[src/rtl/calc_sequencer.sv]
// -----------------------------------------------------------------------------
// calc_sequencer
//
// Keypad-driven controller for the 16-bit registered calculator ALU. It builds
// operand A and operand B from decimal digits and latches the operator key. On
// "equals" it presents the operands and opcode to the ALU for ALU_LATENCY+1
// cycles, then captures the ALU result and holds it for display.
//
// Optional feature (macro CALC_CHAIN_EN):
//   defined   - an add/subtract key in SHOW chains a non-negative result into
//               operand A and starts entry of operand B.
//   undefined - an operator key in SHOW is rejected with a key_err pulse.
//
// Parameters:
//   MAX_DIGITS   decimal digits accepted per operand; later digits are ignored
//   ALU_LATENCY  cycles from the ALU sampling its inputs to a valid result
//
// Ports:
//   clk            system clock, rising edge
//   clear_n        asynchronous active-low reset
//   key_valid      one-cycle key strobe
//   key_code[3:0]  0-9 digit, A add, B subtract, C soft clear, E equals
//   alu_result     ALU result (17 bits)
//   alu_sign       ALU sign flag, 1 = negative subtraction result
//   num1/num2      ALU operands A/B (always reflect the operand registers)
//   op_selected    ALU opcode: 00 idle, 01 add, 10 subtract (only during EXEC)
//   busy           high during EXEC
//   result_valid   one-cycle pulse when a result is captured
//   display_value  value to show
//   display_neg    sign to show
//   key_err        one-cycle pulse when a key is rejected
// -----------------------------------------------------------------------------
module calc_sequencer #(
  parameter int MAX_DIGITS  = 4,
  parameter int ALU_LATENCY = 1
) (
  input  logic        clk,
  input  logic        clear_n,
  input  logic        key_valid,
  input  logic [3:0]  key_code,
  input  logic [16:0] alu_result,
  input  logic        alu_sign,
  output logic [15:0] num1,
  output logic [15:0] num2,
  output logic [1:0]  op_selected,
  output logic        busy,
  output logic        result_valid,
  output logic [16:0] display_value,
  output logic        display_neg,
  output logic        key_err
);

  localparam int DCW = (MAX_DIGITS > 0) ? $clog2(MAX_DIGITS + 1) : 1;
  localparam int ECW = (ALU_LATENCY > 0) ? $clog2(ALU_LATENCY + 1) : 1;

  localparam logic [DCW-1:0] DIGIT_MAX = DCW'(MAX_DIGITS);
  localparam logic [ECW-1:0] EXEC_LAST = ECW'(ALU_LATENCY);

  localparam logic [3:0] KEY_ADD   = 4'hA;
  localparam logic [3:0] KEY_SUB   = 4'hB;
  localparam logic [3:0] KEY_CLEAR = 4'hC;
  localparam logic [3:0] KEY_EQ    = 4'hE;

  localparam logic [1:0] OP_IDLE = 2'b00;
  localparam logic [1:0] OP_ADD  = 2'b01;
  localparam logic [1:0] OP_SUB  = 2'b10;

  typedef enum logic [1:0] {
    ENTRY_A = 2'd0,
    ENTRY_B = 2'd1,
    EXEC    = 2'd2,
    SHOW    = 2'd3
  } state_e;

  state_e         state_q, state_d;
  logic [15:0]    opa_q, opa_d;
  logic [15:0]    opb_q, opb_d;
  logic [DCW-1:0] cnt_a_q, cnt_a_d;
  logic [DCW-1:0] cnt_b_q, cnt_b_d;
  logic [1:0]     op_q, op_d;
  logic [16:0]    res_q, res_d;
  logic           neg_q, neg_d;
  logic [ECW-1:0] exec_cnt_q, exec_cnt_d;
  logic           result_valid_q, result_valid_d;
  logic           key_err_q, key_err_d;

  // Key decode.
  logic       is_digit;
  logic       is_op;
  logic [1:0] key_op;

  assign is_digit = key_valid && (key_code <= 4'd9);
  assign is_op    = key_valid && ((key_code == KEY_ADD) || (key_code == KEY_SUB));
  assign key_op   = (key_code == KEY_ADD) ? OP_ADD : OP_SUB;

  // Decimal shift-in, deliberately truncated to 16 bits.
  function automatic logic [15:0] shift_in(input logic [15:0] v, input logic [3:0] d);
    return v * 16'd10 + {12'd0, d};
  endfunction

  // ---------------------------------------------------------------------------
  // State and datapath registers
  // ---------------------------------------------------------------------------
  // NOTE: sequential state uses non-blocking assignments so every register
  // samples the pre-edge values of the others, independent of statement order.
  always_ff @(posedge clk or negedge clear_n) begin
    if (!clear_n) begin
      state_q        <= ENTRY_A;
      opa_q          <= '0;
      opb_q          <= '0;
      cnt_a_q        <= '0;
      cnt_b_q        <= '0;
      op_q           <= OP_IDLE;
      res_q          <= '0;
      neg_q          <= 1'b0;
      exec_cnt_q     <= '0;
      result_valid_q <= 1'b0;
      key_err_q      <= 1'b0;
    end else begin
      state_q        <= state_d;
      opa_q          <= opa_d;
      opb_q          <= opb_d;
      cnt_a_q        <= cnt_a_d;
      cnt_b_q        <= cnt_b_d;
      op_q           <= op_d;
      res_q          <= res_d;
      neg_q          <= neg_d;
      exec_cnt_q     <= exec_cnt_d;
      result_valid_q <= result_valid_d;
      key_err_q      <= key_err_d;
    end
  end

  // ---------------------------------------------------------------------------
  // Next-state and datapath update
  // ---------------------------------------------------------------------------
  // NOTE: every signal assigned here gets a default first so no path through
  // the case statement can leave one unassigned and infer a latch.
  always_comb begin
    state_d        = state_q;
    opa_d          = opa_q;
    opb_d          = opb_q;
    cnt_a_d        = cnt_a_q;
    cnt_b_d        = cnt_b_q;
    op_d           = op_q;
    res_d          = res_q;
    neg_d          = neg_q;
    exec_cnt_d     = exec_cnt_q;
    result_valid_d = 1'b0;
    key_err_d      = 1'b0;

    unique case (state_q)
      ENTRY_A: begin
        if (is_digit) begin
          if (cnt_a_q < DIGIT_MAX) begin
            opa_d   = shift_in(opa_q, key_code);
            cnt_a_d = cnt_a_q + 1'b1;
          end
        end else if (is_op) begin
          op_d    = key_op;
          opb_d   = '0;
          cnt_b_d = '0;
          state_d = ENTRY_B;
        end
      end

      ENTRY_B: begin
        if (is_digit) begin
          if (cnt_b_q < DIGIT_MAX) begin
            opb_d   = shift_in(opb_q, key_code);
            cnt_b_d = cnt_b_q + 1'b1;
          end
        end else if (is_op) begin
          op_d = key_op;
        end else if (key_valid && (key_code == KEY_EQ)) begin
          // opb_q is already zero when no B digit was entered.
          exec_cnt_d = '0;
          state_d    = EXEC;
        end
      end

      EXEC: begin
        // Every key is rejected, including one in the capture cycle.
        key_err_d = key_valid;
        if (exec_cnt_q == EXEC_LAST) begin
          res_d          = alu_result;
          neg_d          = alu_sign;
          result_valid_d = 1'b1;
          state_d        = SHOW;
        end else begin
          exec_cnt_d = exec_cnt_q + 1'b1;
        end
      end

      SHOW: begin
        if (is_digit) begin
          opa_d   = {12'd0, key_code};
          cnt_a_d = DCW'(1);
          state_d = ENTRY_A;
        end else if (is_op) begin
`ifdef CALC_CHAIN_EN
          // Only a non-negative result that fits in 16 bits can become A.
          if (!neg_q && !res_q[16]) begin
            opa_d   = res_q[15:0];
            op_d    = key_op;
            opb_d   = '0;
            cnt_b_d = '0;
            state_d = ENTRY_B;
          end else begin
            key_err_d = 1'b1;
          end
`else
          key_err_d = 1'b1;
`endif
        end
      end

      default: state_d = ENTRY_A;
    endcase

    // Soft clear overrides everything except a running calculation.
    if (key_valid && (key_code == KEY_CLEAR) && (state_q != EXEC)) begin
      opa_d   = '0;
      opb_d   = '0;
      cnt_a_d = '0;
      cnt_b_d = '0;
      op_d    = OP_IDLE;
      res_d   = '0;
      neg_d   = 1'b0;
      state_d = ENTRY_A;
    end
  end

  // ---------------------------------------------------------------------------
  // Outputs
  // ---------------------------------------------------------------------------
  always_comb begin
    busy          = (state_q == EXEC);
    op_selected   = busy ? op_q : OP_IDLE;
    num1          = opa_q;
    num2          = opb_q;
    result_valid  = result_valid_q;
    key_err       = key_err_q;
    display_neg   = (state_q == SHOW) ? neg_q : 1'b0;
    display_value = {1'b0, opa_q};
    unique case (state_q)
      ENTRY_A: display_value = {1'b0, opa_q};
      ENTRY_B: display_value = (cnt_b_q != '0) ? {1'b0, opb_q} : {1'b0, opa_q};
      EXEC,
      SHOW:    display_value = res_q;
      default: display_value = {1'b0, opa_q};
    endcase
  end

endmodule

[config.mk]
export PLATFORM = sky130hd
export DESIGN_NAME = calc_sequencer
export DESIGN_NICKNAME = d
export VERILOG_FILES = /design/src/rtl/calc_sequencer.sv
export SDC_FILE = /design/constraint.sdc
export NUM_CORES = 1
export LEC_CHECK = 0
export ABC_AREA = 1
export ABC_CLOCK_PERIOD_IN_PS = 4400
export CORE_AREA = 2 2 138 140
export DETAILED_ROUTE_END_ITERATION = 10
export DIE_AREA = 0 0 140 142
export MAX_ROUTING_LAYER = met4
export SLEW_MARGIN = 15
export SYNTH_ARGS = -nofsm -noshare
export SYNTH_HDL_FRONTEND = slang
export SYNTH_SLANG_ARGS = --single-unit
[constraint.sdc]
create_clock -name clk -period 4.4 [get_ports clk]
set_clock_uncertainty 0.05 [all_clocks]
set_input_delay 0.44 -clock clk [delete_from_list [all_inputs] [get_ports clk]]
set_output_delay 0.44 -clock clk [all_outputs]
set_load 0.02 [all_outputs]
After elaboration in Yosys (flattened, before gate mapping):

Cells that the tools add are included.

* bits in registers: 63
* input port bits: 25
* output and inout bits: 55
* logic and storage cells: 123

* $add $sub $neg: 5
* multiply operators: 2
* magnitude comparators: 3
* equal/unequal tests: 23
* mux-type cells: 56
* reductions and logical operators: 23

Operator list (number)
* $mux W16: 10
* $pmux W16 S2: 2
* $mux W17: 3
* $pmux W17 S3: 1
* $add A16 B4 Y16: 2
* $mul A16 B3 Y15 const B: 2
* $ne A3 B3 Y1 const B: 10
* $mux W2: 14
* $mux W3: 9
* $eq A4 B4 Y1 const B: 4
* $mux W1: 12
* $pmux W3 S2: 2
* $reduce_bool A2 Y1: 5
* $reduce_bool A3 Y1: 3
* $ne A2 B2 Y1 const B: 4
* $pmux W2 S4: 1
* $reduce_and A4 Y1: 2
* $reduce_and A7 Y1: 1
* $add A3 B1 Y3 const B: 2
* $lt A3 B3 Y1 const B: 2
* $logic_and A1 B1 Y1: 5
* $reduce_and A5 Y1: 1
* $eq A2 B2 Y1 const B: 2
* $le A4 B4 Y1 const B: 1
* other kinds (10): 12

Logic depth before layout (Yosys ltp):

* word-level depth: 7
* depth in mapped cells: 16
* gate-level depth less buffers: 16

Worst setup path after synthesis:

No wires, ideal clock.

* kind: reg2reg
* start: register opb_q[1] (netlist: num2[1])
* end: register opb_q[14] (netlist: num2[14])
* setup time: 116 ps
* data arrival time: 2570 ps
* data required time: 4234 ps
* slack: 1664 ps
* stages on the path, launching flop included: 17
* path buffers: 0
* period minus slack after synthesis: 2736 ps
* path through: dfrtp_1 ha_1 ha_1 fa_1 nand2_1 inv_1 nand4_1 nand2_1 nand2_1 nor2_2 nand3_1 nor2_1 nand2_1 nand2_1 nand2_1 nand2_1 nand2_1

* cells in the longest elaborated chain, start to end: 6

RTL lines
* from (decl): line 77 `logic [15:0] opb_q, opb_d;`
* from (signal assigned): line 122 `opb_q <= opb_d;`
* $mul A16 B3 Y15: line 98 `return v * 16'd10 + {12'd0, d};`
* $add A16 B4 Y16: line 98
* $mux W16: line 169 `if (cnt_b_q < DIGIT_MAX) begin`
* $mux W16: line 168 `if (is_digit) begin`
* $pmux W16 S2: line 152 `unique case (state_q)`
* $mux W16: line 222 `if (key_valid && (key_code == KEY_CLEAR) && (state_q != EXEC)) begin`

No other way between the ends. The select of a mux whose other input is x is not followed.
A chain may end at the register's enable or synchronous reset.

Final worst setup path:

* start: register state_q[1]
* end: output display_value[7]

* cells in the longest elaborated chain, start to end: 3
* elaborated cells on any way between the ends: 6
* those cells by class: 3 x eq/ne; 1 x mux; 2 x reduce/logical

RTL lines
* from (decl): line 75 `state_e state_q, state_d;`
* from (signal assigned): line 120 `state_q <= state_d;`
* $eq A2 B2 Y1: line 246 `unique case (state_q)`
* $reduce_or A2 Y1: line 246
* $pmux W17 S3 (*): line 246
* to (decl): line 48 `output logic [16:0] display_value,`

Every way passes the cells marked *; elsewhere a longest branch is shown, timed or not.

==> flow_summary.json <==
{
  "final_cell_mix": "224 x nand2_1, 119 x inv_1, 78 x clkdlybuf4s50_1",
  "slew_headroom": 0.313,
  "cts_root_buffer": "clkbuf_16",
  "cap_violations": 0,
  "critPathLaunch": "state_q[1]",
  "cts_hold_buf": 0,
  "stdcell_area_mm2": 0.00674,
  "fp.dieH_um": 142,
  "drive_above_1_share": 0.0662,
  "rsz0062_at_grt": "false",
  "violations": "design-rule violations",
  "clkTransAtPathRegs_ns": 0.05,
  "start_kind": "register",
  "synth_cell_types": 42,
  "tns_ns": 0,
  "dpl_cell_area_mm2": 0.00646,
  "arrival_ns": 3.30,
  "cp-end-kind": "output port",
  "routed_wl_um": 15200,
  "tightest_slew_ns": 1.03,
  "ys_seq_area_frac": 0.289,
  "synth_fp_nets": 852,
  "antenna_found_initial": 0,
  "ant_nets": 0,
  "fin_crit_sh": 0.862,
  "status": "finished, violations left",
  "max_stage_delay_ns": 0.69,
  "syn-cell-area_mm2": 0.00546,
  "seq_area_mm2": 0.00158,
  "final_common_cell": "nand2_1",
  "row_count": 50,
  "power.leakage_nw": 3.43,
  "cts_num_sinks": 63,
  "area_delta_synth_final_pct": 23.4,
  "clock_path_buffers": 2,
  "num_io_pins": 80,
  "hold_path_class": "in -> async",
  "synth_top_area_frac": 0.289,
  "setup_violations": 0,
  "crit_required_ns": 3.91,
  "crit_fanout": 15,
  "fin_hold_ws_ns": 0.0936,
  "crit_type": "reg -> out",
  "dieArea_mm2": 0.0199,
  "cts_buffers": 9,
  "num_vias": 5197,
  "start_util": 0.296,
  "ys_seq_elements": 63,
  "cp_common_cell": "inv_1",
  "drt_iter0_markers": 311,
  "r2r-start": "num2[1]",
  "yosys_warnings": 0,
  "io_buffers": 79,
  "avgRoutedWirePerCell_um": 14.1,
  "multi_input_area_mm2": 0.00334,
  "die_width_um": 140,
  "core-area_mm2": 0.0185,
  "power_density_mw_per_mm2": 864,
  "slew_viol_final": 0,
  "crit_buf_inv": 4,
  "hpwl_um": 12400,
  "grt_pass1_wl_um": 25400,
  "drc": 4,
  "hold_viol": 0,
  "grtUsageTotal": 0.166,
  "yosys-top-cells-area": "dfrtp_1 29%, nand2_1 15%, ha_1 14%",
  "cp_slowest_cell": "clkdlybuf4s50_1",
  "synth.avg_cell_area_um2": 7.15,
  "clk_latency_ns": 0.33,
  "fillers": 1963,
  "grt_max_degree": 36,
  "dr.pass1.iters": 8,
  "post_cts_buffers": 0,
  "cts_max_level": 3,
  "gr-total-overflow": 0,
  "synth_cells": 764,
  "peakVddDrop_uv": 414,
  "routabilityCongestion": 0.888,
  "path_delay_family": "buffers and inverters",
  "cts_tree": "built",
  "antenna_cells": 0,
  "nets": 929,
  "postCtsResizedCells": 0,
  "crit_path_cell_trace": "inv_1 -> ha_1 -> inv_1 -> o21ai_1 -> inv_1 -> o21ai_0 -> clkdlybuf4s50_1",
  "via_per_inst": 4.81,
  "grt_pass1_vias": 5152,
  "fmax_mhz": 264,
  "yosys.area.top_type": "dfrtp_1",
  "period_minus_slack_ns": 3.79
}
## Yosys cell counts, drive strengths merged
master / number
xnor2: 5
a31oi: 1
fa: 4
clkbuf: 8
a21oi: 12
a22o: 7
o21bai: 1
nor4: 1
nor2: 50
nor3: 4
dfrtp: 63
o32ai: 12
nand2: 231
clkinv: 1
o21ai: 70
nand3b: 5
nand3: 63
nand4: 11
o22ai: 14
buf: 6
inv: 122
or2: 6
a21boi: 1
ha: 59
xor2: 7
## flip-flops by register name, indices dropped and copies added (netlist names)
signal        cells
res_q            17
cnt_b_q           3
key_err           1
cnt_a_q           3
num1             16
neg_q             1
num2             16
op_q              2
exec_cnt_q        1
result_valid      1
state_q           2
## per-layer routing
metal	wire length, µm	global-route usage	vias to the layer above
met5	0	-	-
met4	371	0.0622	0
met3	598	0.0185	24
met2	7190	0.279	117
met1	7070	0.207	2407
li1	-	-	2649
## per-stage QoR
| step | total power, mW | cells | setup WS [ns] | utilization |
|---|---|---|---|---|
| 3_5_place_dp | 5.18 | 1064 | 0.978 | 0.350 |
| 4_1_cts | 5.87 | 1080 | 0.618 | 0.365 |
| 3_3_place_gp | 5.14 | 1064 | 1.04 | 0.350 |
| 6_report | 5.82 | 1080 | 0.607 | 0.365 |
| 5_1_grt | 6.45 | 1080 | 0.392 | 0.365 |
| 2_1_floorplan | 3.96 | 764 | 1.66 | - |
## power breakdown
part | switching [mW] | internal [mW]
clock network | 0.245 | 0.407
logic | 2.53 | 1.54
registers | 0.255 | 0.842
total | 3.03 | 2.79
## final cells by class
type,instances,share of cell area
Multi-Input combinational cell,564,0.495
Sequential cell,63,0.234
Tap cell,234,0.0435
Clock buffer,12,0.0381
Clock inverter,4,0.00297
Timing Repair Buffer,80,0.118
Inverter,123,0.0685
## worst paths after layout
kind,cells after the start,slack [ns],to
setup / recovery,7,0.61,display_value[7]
setup reg to reg,16,1.42,num2[14]
hold reg to reg,2,0.46,op_q[1]
max in group asynchronous,2,3.29,res_q[9]
min in group clk,2,0.46,op_q[1]
hold / removal,1,0.09,num2[15]
## kinds of logic (layout without fill, tap and decap cells)
| logic type | count (synthesis) | after routing | synth area share |
|---|---|---|---|
| AOI/OAI and AO/OA | 118 | 118 | 0.135 |
| xor gates and xnor gates | 12 | 12 | 0.0193 |
| adders and majority gates | 63 | 63 | 0.150 |
| buffers and inverters | 137 | 219 | 0.100 |
| DFF | 63 | 63 | 0.289 |
| and+or+nand+nor | 371 | 371 | 0.307 |
No activity file was read; power rests on OpenSTA's default activity.
